--- src/rtl/pipeline_ctrl_pkg.sv ---
// Shared pipeline-control definitions: stall-sequencer state encoding and the
// bubble instruction loaded by pipeline registers on a flush.
package pipeline_ctrl_pkg;

    typedef enum logic [1:0] {
        RUN      = 2'd0,
        DIV      = 2'd1,
        DIV_DONE = 2'd2
    } stall_state_e;

    // addi x0, x0, 0
    localparam logic [31:0] NOP_INSTR = 32'h0000_0013;

endpackage

--- src/rtl/load_use_detector.sv ---
// Flags a load in EX whose destination is read by the instruction in ID;
// x0 is never a real dependency.
module load_use_detector #(
    parameter int REG_ADDR_W = 5
) (
    input  logic [REG_ADDR_W-1:0] id_rs1,
    input  logic [REG_ADDR_W-1:0] id_rs2,
    input  logic                  id_uses_rs1,
    input  logic                  id_uses_rs2,
    input  logic [REG_ADDR_W-1:0] ex_rd,
    input  logic                  ex_mem_read,
    output logic                  hazard
);

    logic rs1_hit;
    logic rs2_hit;

    always_comb begin
        rs1_hit = id_uses_rs1 && (id_rs1 == ex_rd);
        rs2_hit = id_uses_rs2 && (id_rs2 == ex_rd);
        hazard  = ex_mem_read && (ex_rd != '0) && (rs1_hit || rs2_hit);
    end

endmodule

--- src/rtl/pipeline_stall_controller.sv ---
// Central hold/flush sequencer for the five-stage pipeline: DMEM freeze,
// multi-cycle divide, taken branch, load-use bubble and fetch stall.
module pipeline_stall_controller
    import pipeline_ctrl_pkg::*;
#(
    parameter int DIV_CYCLES = 32,
    parameter int REG_ADDR_W = 5
) (
    input  logic                  CLK,
    input  logic                  RESET,
    input  logic                  IMEM_BUSYWAIT,
    input  logic                  DMEM_BUSYWAIT,
    input  logic [REG_ADDR_W-1:0] ID_RS1,
    input  logic [REG_ADDR_W-1:0] ID_RS2,
    input  logic                  ID_USES_RS1,
    input  logic                  ID_USES_RS2,
    input  logic [REG_ADDR_W-1:0] EX_RD,
    input  logic                  EX_MEM_READ,
    input  logic                  EX_BRANCH_TAKEN,
    input  logic                  EX_DIV_START,
    output logic                  PC_HOLD,
    output logic                  IF_ID_HOLD,
    output logic                  ID_EX_HOLD,
    output logic                  EX_MEM_HOLD,
    output logic                  MEM_WB_HOLD,
    output logic                  IF_ID_FLUSH,
    output logic                  ID_EX_FLUSH,
    output logic                  EX_MEM_FLUSH,
    output logic                  DIV_BUSY
);

    localparam int CNT_W = (DIV_CYCLES > 1) ? $clog2(DIV_CYCLES) : 1;

    stall_state_e     state_q, state_d;
    logic [CNT_W-1:0] cnt_q, cnt_d;
    logic             discard_q, discard_d;

    logic load_use;
    logic div_stall;
    logic discard_now;

    load_use_detector #(.REG_ADDR_W(REG_ADDR_W)) u_load_use (
        .id_rs1      (ID_RS1),
        .id_rs2      (ID_RS2),
        .id_uses_rs1 (ID_USES_RS1),
        .id_uses_rs2 (ID_USES_RS2),
        .ex_rd       (EX_RD),
        .ex_mem_read (EX_MEM_READ),
        .hazard      (load_use)
    );

    always_comb begin
        // DIV_DONE deliberately ignores EX_DIV_START so the finishing divide cannot re-trigger
        div_stall   = (state_q == DIV) || ((state_q == RUN) && EX_DIV_START);
        discard_now = discard_q && !IMEM_BUSYWAIT;

        PC_HOLD      = 1'b0;
        IF_ID_HOLD   = 1'b0;
        ID_EX_HOLD   = 1'b0;
        EX_MEM_HOLD  = 1'b0;
        MEM_WB_HOLD  = 1'b0;
        IF_ID_FLUSH  = 1'b0;
        ID_EX_FLUSH  = 1'b0;
        EX_MEM_FLUSH = 1'b0;
        DIV_BUSY     = !RESET && div_stall;

        if (RESET) begin
            IF_ID_FLUSH  = 1'b1;
            ID_EX_FLUSH  = 1'b1;
            EX_MEM_FLUSH = 1'b1;
        end else if (DMEM_BUSYWAIT) begin
            PC_HOLD     = 1'b1;
            IF_ID_HOLD  = 1'b1;
            ID_EX_HOLD  = 1'b1;
            EX_MEM_HOLD = 1'b1;
            MEM_WB_HOLD = 1'b1;
        end else begin
            if (div_stall) begin
                PC_HOLD      = 1'b1;
                IF_ID_HOLD   = 1'b1;
                ID_EX_HOLD   = 1'b1;
                EX_MEM_FLUSH = 1'b1;
            end else if (EX_BRANCH_TAKEN) begin
                IF_ID_FLUSH = 1'b1;
                ID_EX_FLUSH = 1'b1;
            end else if (load_use) begin
                PC_HOLD     = 1'b1;
                IF_ID_HOLD  = 1'b1;
                ID_EX_FLUSH = 1'b1;
            end else if (IMEM_BUSYWAIT) begin
                PC_HOLD    = 1'b1;
                IF_ID_HOLD = 1'b1;
            end
            // The late wrong-path fetch word is squashed; the flush overrides any IF/ID hold
            if (discard_now) begin
                IF_ID_FLUSH = 1'b1;
                IF_ID_HOLD  = 1'b0;
            end
        end
    end

    always_comb begin
        state_d   = state_q;
        cnt_d     = cnt_q;
        discard_d = discard_q;
        if (!DMEM_BUSYWAIT) begin
            case (state_q)
                RUN: begin
                    if (EX_DIV_START) begin
                        state_d = DIV;
                        cnt_d   = CNT_W'(DIV_CYCLES - 1);
                    end
                end
                DIV: begin
                    cnt_d = cnt_q - CNT_W'(1);
                    if (cnt_q == CNT_W'(1)) begin
                        state_d = DIV_DONE;
                    end
                end
                DIV_DONE: state_d = RUN;
                default:  state_d = RUN;
            endcase

            if (!div_stall && EX_BRANCH_TAKEN && IMEM_BUSYWAIT) begin
                discard_d = 1'b1;
            end else if (discard_now) begin
                discard_d = 1'b0;
            end
        end
    end

    always_ff @(posedge CLK or posedge RESET) begin
        if (RESET) begin
            state_q   <= RUN;
            cnt_q     <= '0;
            discard_q <= 1'b0;
        end else begin
            state_q   <= state_d;
            cnt_q     <= cnt_d;
            discard_q <= discard_d;
        end
    end

endmodule

--- config.mk ---
export PLATFORM = sky130hd
export DESIGN_NAME = pipeline_stall_controller
export DESIGN_NICKNAME = d
export VERILOG_FILES = /design/src/rtl/pipeline_ctrl_pkg.sv /design/src/rtl/load_use_detector.sv /design/src/rtl/pipeline_stall_controller.sv
export SDC_FILE = /design/constraint.sdc
export NUM_CORES = 1
export LEC_CHECK = 0
export ABC_AREA = 1
export ABC_CLOCK_PERIOD_IN_PS = 2100
export CORE_ASPECT_RATIO = 0.8
export CORE_UTILIZATION = 44
export CTS_CLUSTER_SIZE = 20
export DETAILED_ROUTE_END_ITERATION = 6
export PLACE_DENSITY = 0.85
export SYNTH_ARGS = -nofsm -noshare
export SYNTH_HDL_FRONTEND = slang
export SYNTH_HIERARCHICAL = 1
export SYNTH_SLANG_ARGS = --single-unit
--- constraint.sdc ---
create_clock -name CLK -period 2.1 [get_ports CLK]
set_input_delay 0.315 -clock CLK [delete_from_list [all_inputs] [get_ports CLK]]
set_output_delay 0.315 -clock CLK [all_outputs]
set_load 0.005 [all_outputs]
# Word level (Yosys, flattened, before mapping)
# Index checks and enable logic that the tools add are counted.
# word_totals
ff_bits,8
inputBits,24
out_inout_bits,9
elab_cells,65
# op_classes
add_sub_neg,1
eq_ne,6
mux,33
bitwise,1
reduce_logical,21
# op_table
operator,count
$mux 1,28
$eq 5x5->1,2
$pmux 5 s2,1
$logic_and 1x1->1,9
$reduce_and 3->1,2
$eq 5x1->1 const B,1
$mux 5,1
$reduce_bool 5->1,1
$sub 5x1->5 const B,1
$mux 2,2
$pmux 2 s2,1
$reduce_bool 2->1,2
$logic_not 1->1,3
$eq 2x1->1 const B,1
$logic_not 2->1,1
$logic_or 1x1->1,2
$ne 2x1->1 const B,1
$ne 2x2->1 const B,1
$reduce_and 2->1,1
$not 1->1,1

# Depth between registers and ports, before layout
# Gate-level depths: netlist of run 1.
# depth
ltp_word,10
mapped_depth,10

# By module
# The synthesis of run 1 kept the hierarchy.
# modules_own_cells
mod,n_inst,cells_each,area_each_um2,seq_area_each_um2
pipeline_stall_controller,1,76,536.8,200.2
load_use_detector,1,55,216.5,0.0

# Least setup slack after synthesis of run 1
# No wires, ideal clock.
# synth_path
kind,in2out
start,input port EX_RD[3]
end,output port IF_ID_HOLD
arrival_ns,1.028
t_required_ns,1.785
setup_slack_ns,0.757
stages,10
cell_sequence,inv_1 nand2_1 nand2_1 nor2_1 nand3_1 a21oi_1 o21bai_1 nand3_1 nand2_1 inv_1
# synth_via
elab_chain_cells,10
# synth_lines
element,line,source
from (decl),pipeline_stall_controller.sv:17,"input logic [REG_ADDR_W-1:0] EX_RD,"
"$eq 5x5->1, on equally long branches","load_use_detector.sv:19, load_use_detector.sv:20",
"$logic_and 1x1->1, on equally long branches","load_use_detector.sv:19, load_use_detector.sv:20",
$logic_or 1x1->1,load_use_detector.sv:21,hazard = ex_mem_read && (ex_rd != '0) && (rs1_hit || rs2_hit);
$logic_and 1x1->1 *,load_use_detector.sv:21,
net load_use,pipeline_stall_controller.sv:38,logic load_use;
$mux 1 *,pipeline_stall_controller.sv:86,end else if (load_use) begin
$mux 1 *,pipeline_stall_controller.sv:83,end else if (EX_BRANCH_TAKEN) begin
$mux 1 *,pipeline_stall_controller.sv:78,if (div_stall) begin
$mux 1 *,pipeline_stall_controller.sv:95,if (discard_now) begin
$mux 1 *,pipeline_stall_controller.sv:71,end else if (DMEM_BUSYWAIT) begin
$mux 1 *,pipeline_stall_controller.sv:67,if (RESET) begin
to (decl),pipeline_stall_controller.sv:22,"output logic IF_ID_HOLD,"
# Mark *: on every way through the listed nets, which the timed path passes. The rest lies on a longest branch.

# Worst setup path after layout of run 1
# layout_path
start,input port DMEM_BUSYWAIT
end,output port ID_EX_HOLD
# layout_via
elab_chain_cells,2
# layout_lines
element,line,source
from (decl),pipeline_stall_controller.sv:12,"input logic DMEM_BUSYWAIT,"
$mux 1,pipeline_stall_controller.sv:71,
$mux 1,pipeline_stall_controller.sv:67,
to (decl),pipeline_stall_controller.sv:23,"output logic ID_EX_HOLD,"
# Every way passes these cells.

==> impl_results.md, run 1 <==
- Final Instance Area: 1191 um^2
- Final hold vios: 0
- Clock latency on the worst-skew pair: 250 ps
- Initial drt markers: 19
- CTS sink cnt: 8
- EDFF count, synth: 0
- P_int: 449.0 uW
- Total track usage: 0.2699
- Combinational Power Share: 0.491
- Final Wtd Congestion: 0.7816
- Clock power frac: 0.150
- Fmax: 491.0 MHz
- Syn Area/Cell: 5.750 um^2
- Post-layout min period: 2037 ps
- Die Width: 48.26 um
- Final Skew: 1.523 ps
- DRT Pass-1 Iters: 5
- Buffers & Inverters on Critical Path: 3
- PD cells: 651.8 nW/um^2
- Status: finished clean
- ANT nets after route: 0
- Post-synth ARST share: 1.000
- Layout Cells excl Fill: 192
- Via count: 961
- Clock tree from TritonCTS: done
- PortBufs: 32
- Grt total ovfl: 0
- Switching Power: 327.3 uW
- Slowest CP cell: clkdlybuf4s50_1
- R2R Setup Slk: 920 ps
- Reg clk slew, reported paths: 50 ps
- Pin count of the biggest net entering global routing: 11
- First-pass GRT wire length: 3456 um
- Critical path capture point type: output pin
- Initial antenna violation count: 0
- Inserted Clock Buffers: 3
- Nets: 199
- Worst stage delay on the critical path: 550 ps
- Crit-path cells: clkdlybuf4s50_1 -> inv_4 -> a21oi_1 -> clkdlybuf4s50_1
- Slew Viols, Final: 0
- Worst-margin pin slew: 333.3 ps
- Rel. slew slack: 0.7761
- Most frequent cells in the layout: 47 x nand2_1, 22 x inv_1, 12 x nor2_1, 12 x clkdlybuf4s50_1, 9 x dlymetal6s2s_1
- Part of the power in registers: 0.358
- Synth warn: 6
- Post-layout util: 0.8013
- Maxcap violations: 0
- Diode count: 0
- Syn_nets: 157
- Htree depth: 1
- Cells after Synth: 131
- Vias per cell: 5.005
- Final HPWL DP: 1739 um
- Layout area overhead: 58.14%
- Yosys cell types: 20
- Synthesized area: 753.2 um^2
- Initial Util: 0.5067
- Commonest non-fill, non-tap cell in the layout: nand2_1
- Remaining DRCs: 0
- Critical Path RT: 1780 ps
- CP max FO: 10
- Share of cells above drive strength 1: 0.1462
- TNS Setup: 0 ps
- Yosys reg bits: 8
- Type of the worst setup path: in2out
- Wire per inst: 11.94 um
- CTS root buf: clkbuf_4
- Die H: 39.01 um
- DP Cell Count: 187
- Peak supply drop: 520.0 uV
- CORE AREA: 1486 um^2
- Final period util: 0.9699
- Sequential area share after synthesis: 0.2658
- CP arrival: 1720 ps
- Post-synth top flop: dfrtp_1
- Vias in the first global route: 834
- Most Frequent Cell on Critical Path: clkdlybuf4s50_1
- I/O pin count: 33
- Finish-stage setup viols: 0
- RSZ-0062 raised after global routing: true
- Longest Clk Path Bufs: 2
- Min-delay worst type: in2reg
- Lkg Pwr: 0.7120 nW
- DP Area: 1122 um^2
- Rows: 12
- Family with the most delay on the worst path: buffers and inverters
- Switching part of the total power: 0.4216
- Routed WL: 2292 um
- Setup crit start kind: input port
- Die area: 1882 um^2
routing by layer:
layer  up-vias  track usage  wire length (um)
li1        482            -                 -
met1       443       0.3184              1014
met2        32       0.4733              1128
met3         4      0.06542               122
met4         0      0.07639                26
met5         -            0                 0
cell usage after synthesis, types with 2 or more instances:
library cell,n,share of area
dfrtp_1,8,0.27
inv_1,23,0.11
ha_1,2,0.033
o21ai_0,5,0.033
inv_2,3,0.015
a21oi_1,4,0.027
nand2_2,2,0.017
nor2_4,2,0.030
nand2_1,47,0.23
nand4_1,3,0.025
nor2_1,15,0.075
nor3_1,2,0.013
nand3_1,8,0.053
final timing paths:
kind | start | to | depth (start not counted)
max | DMEM_BUSYWAIT | ID_EX_HOLD | 4
min | EX_DIV_START | state_q[0]$_DFFE_PP0P_ | 3
max reg2reg | cnt_q[1]$_DFFE_PP0P_ | state_q[0]$_DFFE_PP0P_ | 9
min reg2reg | cnt_q[3]$_DFFE_PP0P_ | cnt_q[3]$_DFFE_PP0P_ | 2
max in group asynchronous | RESET | cnt_q[3]$_DFFE_PP0P_ | 3
min in group asynchronous | RESET | cnt_q[1]$_DFFE_PP0P_ | 3
cells by family (layout without fill, tap and decap cells):
| group | after synthesis | in the layout | synth area share |
|---|---|---|---|
| and+or+nand+nor | 80 | 80 | 0.4568 |
| buffers and inverters | 28 | 68 | 0.1478 |
| AOI/OAI and AO/OA | 13 | 13 | 0.09635 |
| DFF | 8 | 8 | 0.2658 |
| adders and majority gates | 2 | 2 | 0.03322 |
repair_timing:
action / in CTS / in global routing
endpoints found under the setup margin: 3 / 5
hold buffers: 0 / 0
pin swaps: 5 / 9
buffers inserted: 2 / 0
resized for setup: 16 / 16
worst register-to-register path, stage by stage, from the launching register on:
cell     delay (ps)
dfrtp_1         370
inv_1            90
ha_1            150
inv_1            40
nor2_1          120
nand2_1          70
nand2_1          60
nand2_1          60
nand2_1          70
nand2_1          50
registers in the layout, summed over array words and instances (netlist names):
signal	flops
state_q	2
cnt_q	5
discard_q	1
final cells by class:
cell class                 count  area (um^2)
multi-input combinational     95        465.4
timing repair buffer          38        372.9
fill                         114        295.3
sequential                     8        200.2
inverter                      27        103.9
tap                           21        26.28
clock buffer                   3        22.52
power by group through the flow:
stage,Sequential (mW),Combinational (mW),Clock [mW]
5_1_grt,0.282,0.432,0.128
4_1_cts,0.271,0.372,0.119
3_5_place_dp,0.273,0.378,0
2_1_floorplan,0.255,0.237,0
3_3_place_gp,0.270,0.361,0
6_report,0.278,0.382,0.117
stage by stage:
step           power [mW]  worst slack, ps  hold slack [ps]
6_report           0.7763            63.20            466.2
5_1_grt            0.8420           -91.02            475.8
4_1_cts            0.7626           -1.109            534.5
3_5_place_dp       0.6512           -368.1            524.4
3_3_place_gp       0.6313           -323.3            511.2
2_1_floorplan      0.4922            756.8            138.9
Note: power is estimated with default switching activity, not from simulation.
==> run 2, diff against run 1 <==
- PLACE_DENSITY: 0.85 -> default
- PLACE_DENSITY_LB_ADDON: default -> 0.05
==> run 2 against run 1 <==
Against the previous run:
- first-iteration DRC count increased by 37%
- worst setup slack got worse by 3.0 ps
- clock skew about the same
- final cell count unchanged
- worst hold slack improved by 65 ps
- clock power increased by 8%
- critical path depth increased by 3
- via count decreased by 2.7%
- combinational power decreased by 2%
- global-route usage decreased by 1.4 points
- sequential power decreased by 3%
- critical endpoint is now EX_MEM_FLUSH
- largest power group unchanged
==> impl_results.md, run 2 (same netlist as run 1, synthesis figures left out) <==
- Final Skew: 1.957 ps (was 1.523 ps)
- Die area: 1882 um^2 (unchanged)
- Htree depth: 1 (unchanged)
- Longest Clk Path Bufs: 2 (unchanged)
- Critical Path RT: 1780 ps (about the same)
- PD cells: 654.5 nW/um^2 (was 651.8 nW/um^2)
- PortBufs: 32 (unchanged)
- Clock power frac: 0.164 (was 0.150)
- Final hold vios: 0 (unchanged)
- Vias per cell: 4.870 (was 5.005)
- Peak supply drop: 554.2 uV (was 520.0 uV)
- Register area: 200.2 um^2 (unchanged)
- Fmax: 490.3 MHz (was 491.0 MHz)
- Reg clk slew, reported paths: 60 ps (was 50 ps)
- Post-layout min period: 2040 ps (was 2037 ps)
- Clock tree from TritonCTS: done (unchanged)
- Final Wtd Congestion: 0.7883 (was 0.7816)
- Inserted Clock Buffers: 3 (unchanged)
- CP max FO: 10 (unchanged)
- Multi-input logic area: 452.9 um^2 (was 465.4 um^2)
- Lkg Pwr: 0.7228 nW (was 0.7120 nW)
- Final Instance Area: 1179 um^2 (was 1191 um^2)
- Worst-margin pin slew: 253.0 ps (was 333.3 ps)
- Type of the worst setup path: in2out (unchanged)
- Status: finished clean (unchanged)
- CTS root buf: clkbuf_4 (unchanged)
- Combinational Power Share: 0.486 (was 0.491)
- Rel. slew slack: 0.8307 (was 0.7761)
- Grt total ovfl: 0 (unchanged)
- Switching Power: 326.6 uW (was 327.3 uW)
- Die Width: 48.26 um (unchanged)
- Routed WL: 2089 um (was 2292 um)
- Largest register by flop count: cnt_q (unchanged)
- I/O pin count: 33 (unchanged)
- Biggest regs: cnt_q: 5 flops, state_q: 2 flops, discard_q: 1 flops (unchanged)
- Min-delay worst type: reg2reg (was in2reg)
- Wire per inst: 10.88 um (was 11.94 um)
- DRT Pass-1 Iters: 4 (was 5)
- DP Area: 1122 um^2 (unchanged)
- Most frequent cells in the layout: 47 x nand2_1, 22 x inv_1, 14 x nor2_1, 14 x clkdlybuf4s50_1, 11 x dlymetal6s2s_1 (was 47 x nand2_1, 22 x inv_1, 12 x nor2_1, 12 x clkdlybuf4s50_1, 9 x dlymetal6s2s_1)
- Initial antenna violation count: 0 (unchanged)
- Remaining DRCs: 0 (unchanged)
- Commonest non-fill, non-tap cell in the layout: nand2_1 (unchanged)
- Pin count of the biggest net entering global routing: 11 (unchanged)
- R2R Setup Slk: 910 ps (was 920 ps)
- Final period util: 0.9713 (was 0.9699)
- Total track usage: 0.2555 (was 0.2699)
- Via count: 935 (was 961)
- CTS sink cnt: 8 (unchanged)
- Finish-stage setup viols: 0 (unchanged)
- Pre-CTS WS: -387.8 ps (was -368.1 ps)
- Final HPWL DP: 1553 um (was 1739 um)
- Post-route setup slack: 60.24 ps (was 63.20 ps)
- Initial drt markers: 26 (was 19)
- Die H: 39.01 um (unchanged)
- Diode count: 0 (unchanged)
- Layout area overhead: 56.48% (was 58.14%)
- Clock latency on the worst-skew pair: 260 ps (was 250 ps)
- Critical path capture point type: output pin (unchanged)
- P_int: 444.8 uW (was 449.0 uW)
- Share of cells above drive strength 1: 0.1462 (unchanged)
- # fillers: 112 (was 114)
- Rows: 12 (unchanged)
- Max reg flops: 5 (unchanged)
- Part of the power in registers: 0.350 (was 0.358)
- Design Power: 771.5 uW (was 776.3 uW)
- Layout Cells excl Fill: 192 (unchanged)
- Vias in the first global route: 831 (was 834)
- Nets: 199 (unchanged)
- CP arrival: 1720 ps (about the same)
- CORE AREA: 1486 um^2 (unchanged)
- Slew Viols, Final: 0 (unchanged)
- Setup crit start kind: input port (unchanged)
- Initial Util: 0.5067 (unchanged)
- First-pass GRT wire length: 3249 um (was 3456 um)
- DP Cell Count: 187 (unchanged)
- Maxcap violations: 0 (unchanged)
- ANT nets after route: 0 (unchanged)
- Switching part of the total power: 0.4234 (was 0.4216)
run 2: cell types whose count changed in the layout (fill, tap and decap cells not counted):
cell,before,now
o21ai_2,0,1
nor2_2,3,1
o21ai_4,1,0
nor2_1,12,14
clkbuf_2,0,1
clkdlybuf4s15_1,2,0
buf_2,1,2
clkdlybuf4s50_1,12,14
dlygate4sd2_1,8,4
dlymetal6s2s_1,9,11
run 2: worst max-delay path, stage by stage:
cell,delay (ps)
clkdlybuf4s50_1,470
inv_4,130
nand2_2,90
nor2_4,100
inv_2,50
nand2_1,50
clkdlybuf4s50_1,500
run 2: path summary, 6_finish.rpt:
kind | start | end | cells past startpoint
max in group asynchronous | RESET | discard_q$_DFFE_PP0P_ | 3
setup reg to reg | state_q[1]$_DFFE_PP0P_ | cnt_q[3]$_DFFE_PP0P_ | 7
min in group asynchronous | RESET | cnt_q[4]$_DFFE_PP0P_ | 3
hold / removal | discard_q$_DFFE_PP0P_ | discard_q$_DFFE_PP0P_ | 2
hold reg to reg | discard_q$_DFFE_PP0P_ | discard_q$_DFFE_PP0P_ | 2
setup / recovery | DMEM_BUSYWAIT | EX_MEM_FLUSH | 7
run 2: through the flow:
step / utilization / hold slack, ps / setup TNS [ps]
final: 0.7929 / 531.4 / 0
after floorplan: - / 138.9 / 0
after global placement: 0.7551 / 480.6 / -918.4
after CTS: 0.7668 / 518.9 / -67.00
after global routing: 0.7929 / 545.5 / -39.34
after detailed placement: 0.7551 / 503.9 / -1060
run 2: power by group through the flow:
stage	combinational [mW]	clock [mW]	sequential, mW
floorplan	0.237	0	0.255
global placement	0.358	0	0.266
detailed placement	0.373	0	0.268
CTS	0.368	0.129	0.267
global route	0.423	0.142	0.277
finish	0.375	0.126	0.270
run 2: repair_timing:
| item | 4_1_cts | 5_1_grt |
|---|---|---|
| resized for setup | 16 | 15 |
| hold buffers | 0 | 0 |
| pin swaps | 5 | 11 |
| gates cloned | 0 | 0 |
| setup buffers | 1 | 1 |
| endpoints found under the setup margin | 3 | 3 |
run 2: layer usage:
metal	global-route usage	part of all wire	wire (um)	vias up
met5	0	0	0	-
li1	-	-	-	485
met4	0.04861	0.0048	10	0
met2	0.4433	0.48	1012	43
met3	0.1075	0.084	176	3
met1	0.2877	0.43	890	404
run 2: cell type report:
class,count,area share
Sequential cell,8,0.1699
Inverter,27,0.08811
Timing Repair Buffer,38,0.3163
Clock buffer,3,0.01911
Multi-Input combinational cell,95,0.3843
Tap cell,21,0.02229
==> run 3, diff against run 2 <==
- ABC_CLOCK_PERIOD_IN_PS: 2100 -> 2000
- CORE_UTILIZATION: 44 -> 41
- SLEW_MARGIN: default -> 20
- clock period: 2.1 -> 2 ns (I/O delays scaled with it)
==> run 3 against run 2 <==
Against the previous run:
- clock skew about the same
- critical path type is now reg2out
- wire length fell by 4.9%
- clock-buffer cell count unchanged
- sequential share of layout area rose by 0.22 points
- via count is 2.0% lower
- worst hold slack got worse by 96 ps
- critical path depth fell by 3
- largest cell class unchanged
- register-to-register slack worse by 70 ps
- die area rose by 7.0%
==> impl_results.md, run 3 (same netlist as run 1, synthesis figures left out) <==
- Design Power: 804.0 uW (was 771.5 uW)
- Family with the most delay on the worst path: buffers and inverters (unchanged)
- Total track usage: 0.2143 (was 0.2555)
- CP arrival: 1610 ps (was 1720 ps)
- First-pass GRT wire length: 3111 um (was 3249 um)
- Setup crit start kind: flop (was input port)
- Htree depth: 1 (unchanged)
- Initial Util: 0.4496 (was 0.5067)
- Layout area overhead: 54.49% (was 56.48%)
- Largest register by flop count: cnt_q (unchanged)
- DRT Pass-1 Iters: 4 (unchanged)
- Diode count: 0 (unchanged)
- Final Skew: 2.392 ps (was 1.957 ps)
- Longest Clk Path Bufs: 2 (unchanged)
- PortBufs: 32 (unchanged)
- Final HPWL DP: 1622 um (was 1553 um)
- Vias in the first global route: 750 (was 831)
- Die area: 2014 um^2 (was 1882 um^2)
- CORE AREA: 1675 um^2 (was 1486 um^2)
- Post-CTS Hold Fix Bufs: 0 (unchanged)
- CP max FO: 5 (was 10)
- Clock latency on the worst-skew pair: 250 ps (was 260 ps)
- Wire per inst: 10.19 um (was 10.88 um)
- Worst stage delay on the critical path: 490 ps (was 500 ps)
- Share of cells above drive strength 1: 0.1503 (was 0.1462)
- Status: finished clean (unchanged)
- Max reg flops: 5 (unchanged)
- Reg clk slew, reported paths: 50 ps (was 60 ps)
- R2R depth: 7 (unchanged)
- Rows: 13 (was 12)
- Endpoint, Worst Hold: discard_q$_DFFE_PP0P_ (unchanged)
- R2R Setup Slk: 840 ps (was 910 ps)
- Worst-margin pin slew: 245.3 ps (was 253.0 ps)
- Lkg Pwr: 0.6643 nW (was 0.7228 nW)
- Clock tree from TritonCTS: done (unchanged)
- Type of the worst setup path: reg2out (was in2out)
- CTS sink cnt: 8 (unchanged)
- Slowest CP cell: clkdlybuf4s50_1 (unchanged)
- Critical Path RT: 1700 ps (was 1780 ps)
- Vias per cell: 4.697 (was 4.870)
- PD cells: 691.0 nW/um^2 (was 654.5 nW/um^2)
- CTS root buf: clkbuf_4 (unchanged)
- Final period util: 0.9546
- Slew Viols, Final: 0 (unchanged)
- Die H: 40.34 um (was 39.01 um)
- Commonest non-fill, non-tap cell in the layout: nand2_1 (unchanged)
- RSZ-0062 raised after global routing: true
- Crit-path cells: o21ai_2 -> nand3_1 -> nand2_1 -> clkdlybuf4s50_1 (was clkdlybuf4s50_1 -> inv_4 -> nand2_2 -> nor2_4 -> inv_2 -> nand2_1 -> clkdlybuf4s50_1)
- I/O pin count: 33 (unchanged)
- Via count: 916 (was 935)
- Most frequent cells in the layout: 47 x nand2_1, 22 x inv_1, 14 x nor2_1, 14 x dlygate4sd2_1, 13 x clkdlybuf4s50_1 (was 47 x nand2_1, 22 x inv_1, 14 x nor2_1, 14 x clkdlybuf4s50_1, 11 x dlymetal6s2s_1)
- Fmax: 523.8 MHz
- Post-layout util: 0.6945 (was 0.7929)
- Final Wtd Congestion: 0.8049 (was 0.7883)
- Maxcap violations: 0 (unchanged)
- Finish-stage setup viols: 0 (unchanged)
- Peak supply drop: 431.2 uV (was 554.2 uV)
- Post-layout min period: 1909 ps
- ANT nets after route: 0 (unchanged)
- Final hold vios: 0 (unchanged)
- Critical path startpoint: state_q[0]$_DFFE_PP0P_ (was DMEM_BUSYWAIT)
- FF-to-FF Start: state_q[1]$_DFFE_PP0P_ (unchanged)
- Critical path capture point type: output pin (unchanged)
- Reg2reg end: cnt_q[3]$_DFFE_PP0P_ (unchanged)
- Initial antenna violation count: 0 (unchanged)
- Grt total ovfl: 0 (unchanged)
- Final Instance Area: 1164 um^2 (was 1179 um^2)
- Worst hold stages: 3 (was 2)
- Min-delay worst type: in2reg (was reg2reg)
- Nets: 201 (was 199)
- Routed WL: 1987 um (was 2089 um)
- Min-Delay Startpoint: DMEM_BUSYWAIT (was discard_q$_DFFE_PP0P_)
- Biggest regs: cnt_q: 5 flops, state_q: 2 flops, discard_q: 1 flops (unchanged)
- Remaining DRCs: 0 (unchanged)
- DP Area: 1124 um^2 (was 1122 um^2)
- Inserted Clock Buffers: 3 (unchanged)
- Buffers & Inverters on Critical Path: 1 (was 4)
- Initial drt markers: 12 (was 26)
- Rel. slew slack: 0.8360 (was 0.8307)
- Pin count of the biggest net entering global routing: 11 (unchanged)
- Die Width: 49.92 um (was 48.26 um)
run 3: power breakdown:
part | total, mW | internal [mW] | leakage [nW] | switching [mW]
clock network | 0.123 | 0.0686 | 0.0138 | 0.0543
logic | 0.398 | 0.180 | 0.555 | 0.218
registers | 0.284 | 0.222 | 0.0952 | 0.0612
total | 0.804 | 0.471 | 0.664 | 0.333
run 3: layout make-up:
cell class | count | area [um^2]
multi-input combinational | 95 | 451.7
tap | 22 | 27.53
clock buffer | 3 | 22.52
inverter | 27 | 103.9
timing repair buffer | 40 | 357.8
sequential | 8 | 200.2
fill | 165 | 511.7
run 3: timing repair:
item	in CTS	in global routing
pin swaps	13	8
buffers inserted	0	4
gates resized for setup	26	5
endpoints found under the setup margin	3	6
run 3: metrics by stage:
step           worst slack (ps)  setup TNS [ps]  hold WS, ps  std cells
4_1_cts                   8.860               0        519.5        191
5_1_grt                  -18.79          -18.79        453.1        195
3_5_place_dp             -499.4           -1376        505.1        188
6_report                  90.76               0        435.8        195
2_1_floorplan             686.8               0        123.9        131
3_3_place_gp             -429.4           -1176        484.0        188
run 3: metal layers:
metal	up-vias	wire length, um	global-route usage
met1	398	900	0.2682
li1	490	-	-
met2	28	947	0.3885
met5	-	0	0
met3	0	140	0.07197
met4	0	0	0
run 3: worst max-delay path by stage:
stage / end / cells past startpoint
6_report: IF_ID_FLUSH / 4
5_1_grt: IF_ID_HOLD / 11
4_1_cts: IF_ID_FLUSH / 5
3_5_place_dp: IF_ID_HOLD / 12
3_3_place_gp: PC_HOLD / 10
2_1_floorplan: IF_ID_HOLD / 10
run 3: tightest hold or removal path: cells and delay by family:
kind | cells | cell delay [ps]
and+or+nand+nor | 1 | 80
AOI/OAI and AO/OA | 1 | 120
buffers and inverters | 1 | 150
